<file path="src/rtl/gerador_jogadas_pkg.sv">
// Shared definitions for the gerador_jogadas stimulus sequencer:
// FSM state codes, the step-entry type and the default step table.
package gerador_jogadas_pkg;

    // State codes are also shown on the 7-segment display via db_estado
    typedef enum logic [3:0] {
        OCIOSO = 4'h0,
        INICIA = 4'h1,
        APLICA = 4'h2,
        FIM    = 4'h3,
        ERRO   = 4'hE
    } estado_t;

    // Geometry of the stored table; the sequencer may use fewer entries
    // or a different duration width, the lookup adapts it.
    localparam int N_TAB        = 16;
    localparam int LARG_DUR_TAB = 4;

    // One table entry: switch value and number of cycles it is held
    typedef struct packed {
        logic [3:0]              chaves;
        logic [LARG_DUR_TAB-1:0] dur;
    } entrada_t;

    // Default self-test sequence; durations add up to 55 cycles
    localparam entrada_t TABELA_PADRAO [N_TAB] = '{
        '{4'd4, 4'd1}, '{4'd4, 4'd1}, '{4'd4, 4'd1}, '{4'd4, 4'd3},
        '{4'd4, 4'd3}, '{4'd4, 4'd9}, '{4'd1, 4'd6}, '{4'd2, 4'd6},
        '{4'd4, 4'd6}, '{4'd8, 4'd6}, '{4'd1, 4'd3}, '{4'd2, 4'd6},
        '{4'd0, 4'd1}, '{4'd0, 4'd1}, '{4'd0, 4'd1}, '{4'd0, 4'd1}
    };

endpackage

</file>
<file path="src/rtl/gerador_jogadas_rom_passos.sv">
// rom_passos: combinational lookup of the step table, index -> {chaves, dur}.
// The duration field is resized to the width the sequencer counts with.
module rom_passos
    import gerador_jogadas_pkg::*;
#(
    parameter int LARG_DUR = 4
) (
    input  logic [3:0]          passo,
    output logic [3:0]          chaves,
    output logic [LARG_DUR-1:0] dur
);

    logic [3:0]          chaves_tab [N_TAB];
    logic [LARG_DUR-1:0] dur_tab    [N_TAB];

    generate
        for (genvar gi = 0; gi < N_TAB; gi++) begin : g_tab
            assign chaves_tab[gi] = TABELA_PADRAO[gi].chaves;
            assign dur_tab[gi]    = LARG_DUR'(TABELA_PADRAO[gi].dur);
        end
    endgenerate

    assign chaves = chaves_tab[passo];
    assign dur    = dur_tab[passo];

endmodule

</file>
<file path="src/rtl/gerador_jogadas.sv">
// gerador_jogadas: plays the step table into circuito_exp4 (iniciar pulse,
// then each chaves value for its duration) and watches pronto/db_igual.
// Build option: GERADOR_CHECK_EN enables the acertos counter, the early
// pronto check and the ERRO state; without it acertos and erro read 0.
module gerador_jogadas
    import gerador_jogadas_pkg::*;
#(
    parameter int N_PASSOS = 16,
    parameter int LARG_DUR = 4
) (
    input  logic       clock,
    input  logic       reset,
    input  logic       disparar,
    input  logic       pronto_dut,
    input  logic       igual_dut,
    output logic       iniciar_dut,
    output logic [3:0] chaves_dut,
    output logic       executando,
    output logic       terminado,
    output logic [3:0] passo,
    output logic [4:0] acertos,
    output logic       erro,
    output logic [3:0] db_estado
);

    localparam logic [3:0] ULTIMO = 4'(N_PASSOS - 1);

    estado_t             estado_reg, estado_next;
    logic [3:0]          passo_reg, passo_next;
    logic [LARG_DUR-1:0] cnt_reg, cnt_next;
    logic [4:0]          acertos_reg, acertos_next;
    logic                erro_next;
    logic                iniciar_next, executando_next, terminado_next;
    logic [3:0]          chaves_next;

    logic [3:0]          rom_chaves;
    logic [LARG_DUR-1:0] rom_dur;
    logic [LARG_DUR-1:0] dur_eff;
    logic                expira, ultimo, avanca;

    // The table is addressed with the step that will be current next cycle,
    // so the registered chaves_dut and the reloaded counter line up with it.
    rom_passos #(.LARG_DUR(LARG_DUR)) u_rom (
        .passo  (passo_next),
        .chaves (rom_chaves),
        .dur    (rom_dur)
    );

    // A zero duration still occupies one cycle
    assign dur_eff = (rom_dur == '0) ? LARG_DUR'(1) : rom_dur;
    assign expira  = (cnt_reg == LARG_DUR'(1));
    assign ultimo  = (passo_reg == ULTIMO);
    assign avanca  = (estado_reg == APLICA) && (estado_next == APLICA) && expira;

`ifdef GERADOR_CHECK_EN
    logic pronto_cedo;
    logic hit_reg, hit_next;
    assign pronto_cedo = pronto_dut && !ultimo;
`else
    logic unused_entradas;
    assign unused_entradas = pronto_dut ^ igual_dut;
`endif

    // State register
    always_ff @(posedge clock or negedge reset) begin
        if (!reset) begin
            estado_reg <= OCIOSO;
        end else begin
            estado_reg <= estado_next;
        end
    end

    // Next-state logic; disparar only matters outside INICIA/APLICA
    always_comb begin
        estado_next = estado_reg;
        case (estado_reg)
            OCIOSO: if (disparar) estado_next = INICIA;
            INICIA: estado_next = APLICA;
            APLICA: begin
`ifdef GERADOR_CHECK_EN
                if (pronto_cedo)
                    estado_next = ERRO;
                else
`endif
                if (expira && ultimo)
                    estado_next = FIM;
            end
            FIM, ERRO: if (disparar) estado_next = INICIA;
            default: estado_next = OCIOSO;
        endcase
    end

    // Step index: cleared on every start, advances when a step expires
    always_comb begin
        passo_next = passo_reg;
        if (estado_next == INICIA)
            passo_next = '0;
        else if (avanca)
            passo_next = passo_reg + 4'd1;
    end

    // Duration down-counter: reloaded at the start of each step
    always_comb begin
        cnt_next = cnt_reg;
        if ((estado_reg == INICIA) || avanca)
            cnt_next = dur_eff;
        else if (estado_reg == APLICA)
            cnt_next = cnt_reg - LARG_DUR'(1);
    end

`ifdef GERADOR_CHECK_EN
    // Hit counter: one count per step at most, saturating at 31
    always_comb begin
        acertos_next = acertos_reg;
        hit_next     = hit_reg;
        if (estado_next == INICIA) begin
            acertos_next = '0;
            hit_next     = 1'b0;
        end else if (estado_reg == APLICA) begin
            if (igual_dut && !hit_reg) begin
                if (acertos_reg != 5'd31)
                    acertos_next = acertos_reg + 5'd1;
                hit_next = 1'b1;
            end
            if (expira)
                hit_next = 1'b0;
        end
    end

    // Per-step hit flag register
    always_ff @(posedge clock or negedge reset) begin
        if (!reset) begin
            hit_reg <= 1'b0;
        end else begin
            hit_reg <= hit_next;
        end
    end
`else
    assign acertos_next = '0;
`endif

    // Moore outputs, computed from the upcoming state and then registered
    always_comb begin
        iniciar_next    = (estado_next == INICIA);
        executando_next = (estado_next == INICIA) || (estado_next == APLICA);
        terminado_next  = (estado_next == FIM);
        erro_next       = (estado_next == ERRO);
        chaves_next     = executando_next ? rom_chaves : 4'b0000;
    end

    // Output and datapath registers
    always_ff @(posedge clock or negedge reset) begin
        if (!reset) begin
            iniciar_dut <= 1'b0;
            chaves_dut  <= 4'b0000;
            executando  <= 1'b0;
            terminado   <= 1'b0;
            erro        <= 1'b0;
            passo_reg   <= '0;
            cnt_reg     <= '0;
            acertos_reg <= '0;
        end else begin
            iniciar_dut <= iniciar_next;
            chaves_dut  <= chaves_next;
            executando  <= executando_next;
            terminado   <= terminado_next;
            erro        <= erro_next;
            passo_reg   <= passo_next;
            cnt_reg     <= cnt_next;
            acertos_reg <= acertos_next;
        end
    end

    assign passo     = passo_reg;
    assign acertos   = acertos_reg;
    assign db_estado = estado_reg;

endmodule

</file>
<file path="config.mk">
export PLATFORM = sky130hd
export DESIGN_NAME = gerador_jogadas
export DESIGN_NICKNAME = d
export VERILOG_FILES = /design/src/rtl/gerador_jogadas_pkg.sv /design/src/rtl/gerador_jogadas_rom_passos.sv /design/src/rtl/gerador_jogadas.sv
export SDC_FILE = /design/constraint.sdc
export NUM_CORES = 1
export LEC_CHECK = 0
export ABC_AREA = 1
export BUFFER_PORTS_ARGS = -buffer_cell sky130_fd_sc_hd__buf_2
export CELL_PAD_IN_SITES_DETAIL_PLACEMENT = 0
export CELL_PAD_IN_SITES_GLOBAL_PLACEMENT = 1
export CORE_MARGIN = 1
export CORE_UTILIZATION = 37
export CTS_BUF_LIST = sky130_fd_sc_hd__clkbuf_2 sky130_fd_sc_hd__clkbuf_4 sky130_fd_sc_hd__clkbuf_8
export CTS_CLUSTER_DIAMETER = 150
export DETAILED_ROUTE_END_ITERATION = 7
export GPL_TIMING_DRIVEN = 1
export PLACE_DENSITY = 0.76
export SLEW_MARGIN = 20
export SYNTH_ARGS = -nofsm -noshare
export SYNTH_HDL_FRONTEND = slang
export SYNTH_SLANG_ARGS = --single-unit
</file>
<file path="constraint.sdc">
create_clock -name clock -period 1.9 [get_ports clock]
set_input_delay 0.38 -clock clock [delete_from_list [all_inputs] [get_ports clock]]
set_output_delay 0.38 -clock clock [all_outputs]
set_load 0.005 [all_outputs]
</file>
* Yosys cells after proc, flatten, opt, wreduce, memory -nomap -nowiden
Memories as Yosys holds them, arrays and structs flattened.
Cells that the tools add are included.
** Storage, ports and cells
- ROM bits :: 128
- Bits in registers :: 20
- Logic and storage cells :: 46
- Memories :: 2
** Memories
- (name not given) :: words 16, width 4, read ports 1, clocked after memory_dff 0, write ports 0, RTL line gerador_jogadas_rom_passos.sv:23 : assign chaves = chaves_tab[passo];
- (name not given) :: words 16, width 4, read ports 1, clocked after memory_dff 0, write ports 0, RTL line gerador_jogadas_rom_passos.sv:24 : assign dur = dur_tab[passo];
** Operators by class
- Equality and inequality tests :: 10
- Reduce and logical (&&, ||, !) cells :: 9
- $add $sub $neg :: 2
- Muxes and demuxes :: 13
- Bitwise operators :: 1
- Magnitude comparators :: 1
** Operators by type and width (count)
- 4-bit 2-to-1 mux :: 12
- 4-bit by 2-bit equality test with 1-bit output (second input constant) :: 4
- 4-bit by 1-bit equality test with 1-bit output (second input constant) :: 3
- 4-bit equality test (second input constant) :: 3
- 4-bit one-hot mux with 3 select lines :: 1
- 4-bit logical NOT :: 2
- 5-bit >= comparator (second input constant) :: 1
- 4-bit NOT with 5-bit output :: 1
- 4-bit by 1-bit adder with 4-bit output (second input constant) :: 1
- 4-bit by 1-bit subtractor with 4-bit output (second input constant) :: 1
- 1-bit logical AND :: 3
- 3-bit OR reduction :: 1
- 1-bit logical OR :: 2
- 2-bit nonzero test :: 1

* Longest topological paths before layout
- Depth in word-level cells :: 16
- Gate-level depth with buffers :: 17
- Mapped depth without buffers :: 17

* By module
From an unflattened synthesis, not the netlist that was laid out.
** Second synthesis, totals
- Cells, all modules :: 150
- Area, all modules :: 1174.9 um2
** Modules (own cells, without submodules)
- gerador_jogadas :: instances 1, sequential area each 500.5 um2, cells each 126, area an instance 1074.8 um2
- rom_passos :: instances 1, sequential area each 0.0 um2, cells each 24, area an instance 100.1 um2

* Least setup slack after synthesis
No wires, ideal clock.
- Kind :: reg2reg
- Start :: register passo_reg[0] (netlist: passo[0])
- End :: register chaves_dut[0]
- Clock period less this slack :: 1.870 ns
- Required time :: 1.781 ns
- Cell stages (with the launch flop) :: 14
- Arrival :: 1.751 ns
- Path slack :: 0.030 ns
- Path buffers :: 0
- Cells stage by stage :: dfrtp_1 -> ha_1 -> and3_2 -> nand2_1 -> nand2_2 -> inv_2 -> nand4_4 -> nand2_1 -> nand2_2 -> nor2_8 -> nor2_4 -> inv_1 -> nand2_1 -> nor3b_2
** On the way
- Longest elaborated chain between the ends :: 14
- Elaborated cells on any way between the ends :: 17
- Classes of those cells :: 1 x add/sub; 3 x eq/ne; 7 x mux; 1 x bitwise; 4 x reduce/logical; 1 x memory
** Ends and longest elaborated chain
- from (decl) :: RTL line gerador_jogadas.sv:29 : logic [3:0] passo_reg, passo_next;
- from (signal assigned) :: RTL line gerador_jogadas.sv:168 : passo_reg <= passo_next;
- 4-bit equality test * :: RTL line gerador_jogadas.sv:52 : assign ultimo = (passo_reg == ULTIMO);
- 1-bit logical AND * :: RTL line gerador_jogadas.sv:85 : if (expira && ultimo)
- 4-bit 2-to-1 mux * :: RTL line gerador_jogadas.sv:85
- 4-bit one-hot mux with 3 select lines * :: RTL line gerador_jogadas.sv:76 : case (estado_reg)
- via estado_next[0] :: RTL line gerador_jogadas.sv:28 : estado_t estado_reg, estado_next;
- 4-bit by 2-bit equality test with 1-bit output :: RTL line gerador_jogadas.sv:53 : assign avanca = (estado_reg == APLICA) && (estado_next == APLICA) && expira;
- 1-bit logical AND (2 in a row) :: RTL line gerador_jogadas.sv:53
- 4-bit 2-to-1 mux :: RTL line gerador_jogadas.sv:98 : else if (avanca)
- 4-bit 2-to-1 mux * :: RTL line gerador_jogadas.sv:96 : if (estado_next == INICIA)
- via passo_next[2] :: RTL line gerador_jogadas.sv:29
- 4-bit NOT with 5-bit output (not written as such) * :: RTL line gerador_jogadas_rom_passos.sv:23
- memory read 16 x 4 bit *
- 4-bit 2-to-1 mux (not written as such) * (2 in a row) :: RTL line gerador_jogadas_rom_passos.sv:23
- 4-bit 2-to-1 mux * :: RTL line gerador_jogadas.sv:148 : chaves_next = executando_next ? rom_chaves : 4'b0000;
- via chaves_next[0] :: RTL line gerador_jogadas.sv:34 : logic [3:0] chaves_next;
- to (signal assigned) :: RTL line gerador_jogadas.sv:164 : chaves_dut <= chaves_next;
- to (decl) :: RTL line gerador_jogadas.sv:17 : output logic [3:0] chaves_dut,
The timed path passes the listed nets; every way through them passes the cells marked *. The select of a mux whose other input is x is not followed.
A chain may end at the register's enable or synchronous reset.

* Final worst setup path
- Start :: register estado_reg[0] (netlist: db_estado[0])
- End :: register cnt_reg[0]
** On the way
- Longest elaborated chain between the ends :: 15
- Elaborated cells on any way between the ends :: 24
- Classes of those cells :: 6 x eq/ne; 9 x mux; 1 x bitwise; 7 x reduce/logical; 1 x memory
** Ends and longest elaborated chain
- from (decl) :: RTL line gerador_jogadas.sv:28
- from (signal assigned) :: RTL line gerador_jogadas.sv:69 : estado_reg <= estado_next;
- 4-bit by 2-bit equality test with 1-bit output, or another cell as far along :: RTL line gerador_jogadas.sv:76
- 3-bit OR reduction (no source line)
- 4-bit one-hot mux with 3 select lines * :: RTL line gerador_jogadas.sv:76
- via estado_next[1] :: RTL line gerador_jogadas.sv:28
- 4-bit by 2-bit equality test with 1-bit output :: RTL line gerador_jogadas.sv:53
- 1-bit logical AND (2 in a row) :: RTL line gerador_jogadas.sv:53
- 4-bit 2-to-1 mux :: RTL line gerador_jogadas.sv:98
- 4-bit 2-to-1 mux :: RTL line gerador_jogadas.sv:96
- 4-bit NOT with 5-bit output (not written as such) :: RTL line gerador_jogadas_rom_passos.sv:24
- memory read 16 x 4 bit
- 4-bit 2-to-1 mux (not written as such) (2 in a row) :: RTL line gerador_jogadas_rom_passos.sv:24
- 4-bit logical NOT :: RTL line gerador_jogadas.sv:50 : assign dur_eff = (rom_dur == '0) ? LARG_DUR'(1) : rom_dur;
- 4-bit 2-to-1 mux :: RTL line gerador_jogadas.sv:50
- 4-bit 2-to-1 mux :: RTL line gerador_jogadas.sv:105 : if ((estado_reg == INICIA) || avanca)
- to (signal assigned) :: RTL line gerador_jogadas.sv:169 : cnt_reg <= cnt_next;
- to (decl) :: RTL line gerador_jogadas.sv:30 : logic [LARG_DUR-1:0] cnt_reg, cnt_next;
Marked as above.

==> run metrics <==
Row Count 20; FF+latch count, synth 20; Cells after Synth approximately 140; worst-skew pair later-pin latency around 0.3 ns; CP startpoint kind register; DR WL met2 ~1400 um; Pleak ~0.0010 uW; vias about 1000; met3 routed wirelength 60 um; largest net degree at the start of global routing 21; PwrDens 1710 nW/um2; Synthesis Warnings 0; Num Clock Sinks 20; Period minus WS final around 2.0 ns; Initial DRT Pass Iterations 4; failing checks hold timing, setup timing; die area between 3000 and 4000 um2; Netlist cell types 30; worst hold path class in -> async; slowest stage cell, crit path dfrtp_2; initial core utilization 38.8%; max-slew violation count 0; Final Hold Viols 4; DR top layer met4; root buf cell clkbuf_4; area delta synth->final 51.0%; first-pass GRT wire length between 4000 and 5000 um; end-of-flow core utilization between 50% and 60%; H-tree depth 1; kind of critical path reg -> reg; vias in the first global route between 1000 and 1500; CTS tree built; Core Area approximately 3000 um2; DRT met1 WL around 1100 um; DR WL/cell 10.9 um; Remaining Overflow, GRT 0; Nets 202; top cells by area, synth dfrtp_1, nand2_1, inv_1; total global-route track usage between 10% and 20%; post-DP HPWL roughly 1800 um; Final Cycle Share 103%; worst-path maximum fanout 7; antenna-violating nets left 0; Die Ht about 60 um; Worst-path clk slew about 0.13 ns; max-cap viol count 0; ys flop type dfrtp_1; die width a little under 60 um; CP arrival around 2.2 ns; # diodes 0; most frequent cell after synthesis nand2_1; Final Skew around 0.017 ns; CTS max path bufs 2; Total Wirelength approximately 2600 um; delay-heaviest family, CP simple AND/OR/NAND/NOR gates; status complete, but fails checks; Post-synth top cells nand2_1, inv_1, dfrtp_1, nor2_1, nand3_1; share of the synthesized area in the top cell type between 40% and 50%; Post-synth EDFFs 0; routability cong. about 0.83; Setup violations, final 6; register area share after synthesis 42.6%; number of CTS-inserted buffers 3; Final WS setup -0.0542 ns; Slew headroom between 60% and 70%; Top Ports 26; f_max slightly above 500 MHz; RSZ-0062 raised after global routing yes; Worst EP required 2.12 ns; CP Capture Type register; DR DRC count 0; initial antenna violation count 0; peak supply drop approximately 0.73 mV; Worst Tran Pin Value ~0.53 ns; I/O Buffers 18; cells along the critical path inv_2 > nand4_1 > nand2_4 > nand2_2 > nand2_4 > nand4_4 > buf_4 > buf_4 > nand2_4 > buf_4 > mux2i_1; share of flip-flops with an asynchronous set or reset 100%; drt initial violations 21; Mapped Area about 1200 um2; post-synth top area cell dfrtp_1; CP Buf/Inv Count 4; crit-path max cell delay roughly 0.48 ns; Mean Syn Cell Area between 8 and 9 um2; Post-CTS Hold Fix Bufs 0; via/cell ratio 4.38; Hold WS -0.00170 ns; layout cells sized above 1 between 50% and 60%
cells by family after synthesis:
| family | Yosys count | synth area share (%) |
|---|---|---|
| xor+xnor | 4 | 2.99 |
| other cells | 1 | 0.320 |
| flops | 20 | 42.6 |
| mux | 1 | 0.853 |
| buf+inv | 33 | 12.2 |
| compound gates | 8 | 4.58 |
| simple gates | 68 | 33.3 |
| fa+ha+maj | 3 | 3.20 |
worst paths after layout:
check	startpoint	endpoint	slack, ns	cells after the start
min in group clock	disparar	db_estado[1]	0.50	5
min	reset	db_estado[2]	-0.002	1
max in group asynchronous	reset	db_estado[0]	1.57	1
max	db_estado[0]	cnt_reg[0]	-0.05	11
max reg2reg	db_estado[0]	cnt_reg[0]	-0.05	11
min reg2reg	cnt_reg[2]	cnt_reg[2]	0.66	3
final cells by class:
cell class | instances | area, um2
fillers | 262 | 1260
multi-input cells | 89 | 704
flip-flops and latches | 20 | 502
repair buffers | 52 | 353
inverters | 28 | 105
well taps | 44 | 55.1
clock inverters | 1 | 30.0
clock buffers | 3 | 22.5
routing by layer:
metal | vias to the layer above | GRT usage (%)
met3 | 2 | 3.08
met2 | 26 | 31.7
met4 | 0 | 6.80
li1 | 530 | -
met1 | 480 | 18.6
met5 | - | 0
worst register-to-register path, stage by stage (launching register included):
cell and delay [ns]:
dfrtp_2 0.48, inv_2 0.09, nand4_1 0.13, nand2_4 0.14, nand2_2 0.07, nand2_4 0.07
nand4_4 0.18, buf_4 0.19, buf_4 0.13, nand2_4 0.09, buf_4 0.14, mux2i_1 0.17
where the power goes:
| part | switching (uW) | leakage [uW] | internal (uW) |
|---|---|---|---|
| sequential | 102 | 0.000258 | 577 |
| clock | 132 | 0.0000279 | 213 |
| combinational | 1080 | 0.000709 | 920 |
| total | 1320 | 0.000995 | 1710 |
cell usage in the layout (no fill, tap or decap), types with 5 or more instances in the layout:
master and instances:
buf_2 18, buf_4 32, conb_1 5, dfrtp_1 19, inv_1 21, inv_2 7, nand2_1 13, nand2_2 15
nand2_4 8, nor2_1 5, nor2_4 7
per-stage QoR:
stage | cells | power [uW] | setup slack, ns | setup TNS [ns] | area, um2
after floorplan | 142 | 1600 | 0.0299 | 0 | 1190
after global placement | 221 | 2150 | -0.0675 | -0.177 | 1460
after detailed placement | 221 | 2200 | -0.148 | -0.567 | 1460
after CTS | 235 | 2900 | -0.0643 | -0.228 | 1700
after global routing | 237 | 3280 | -0.247 | -1.33 | 1770
final | 237 | 3030 | -0.0542 | -0.167 | 1770
what timing repair did:
item / in CTS / in global routing
buffers inserted: 10 / 2
resized for setup: 35 / 13
pin swaps: 16 / 12
setup endpoints to repair: 8 / 8
cloned: 0 / 0
Power figures use the tool's default switching activity.
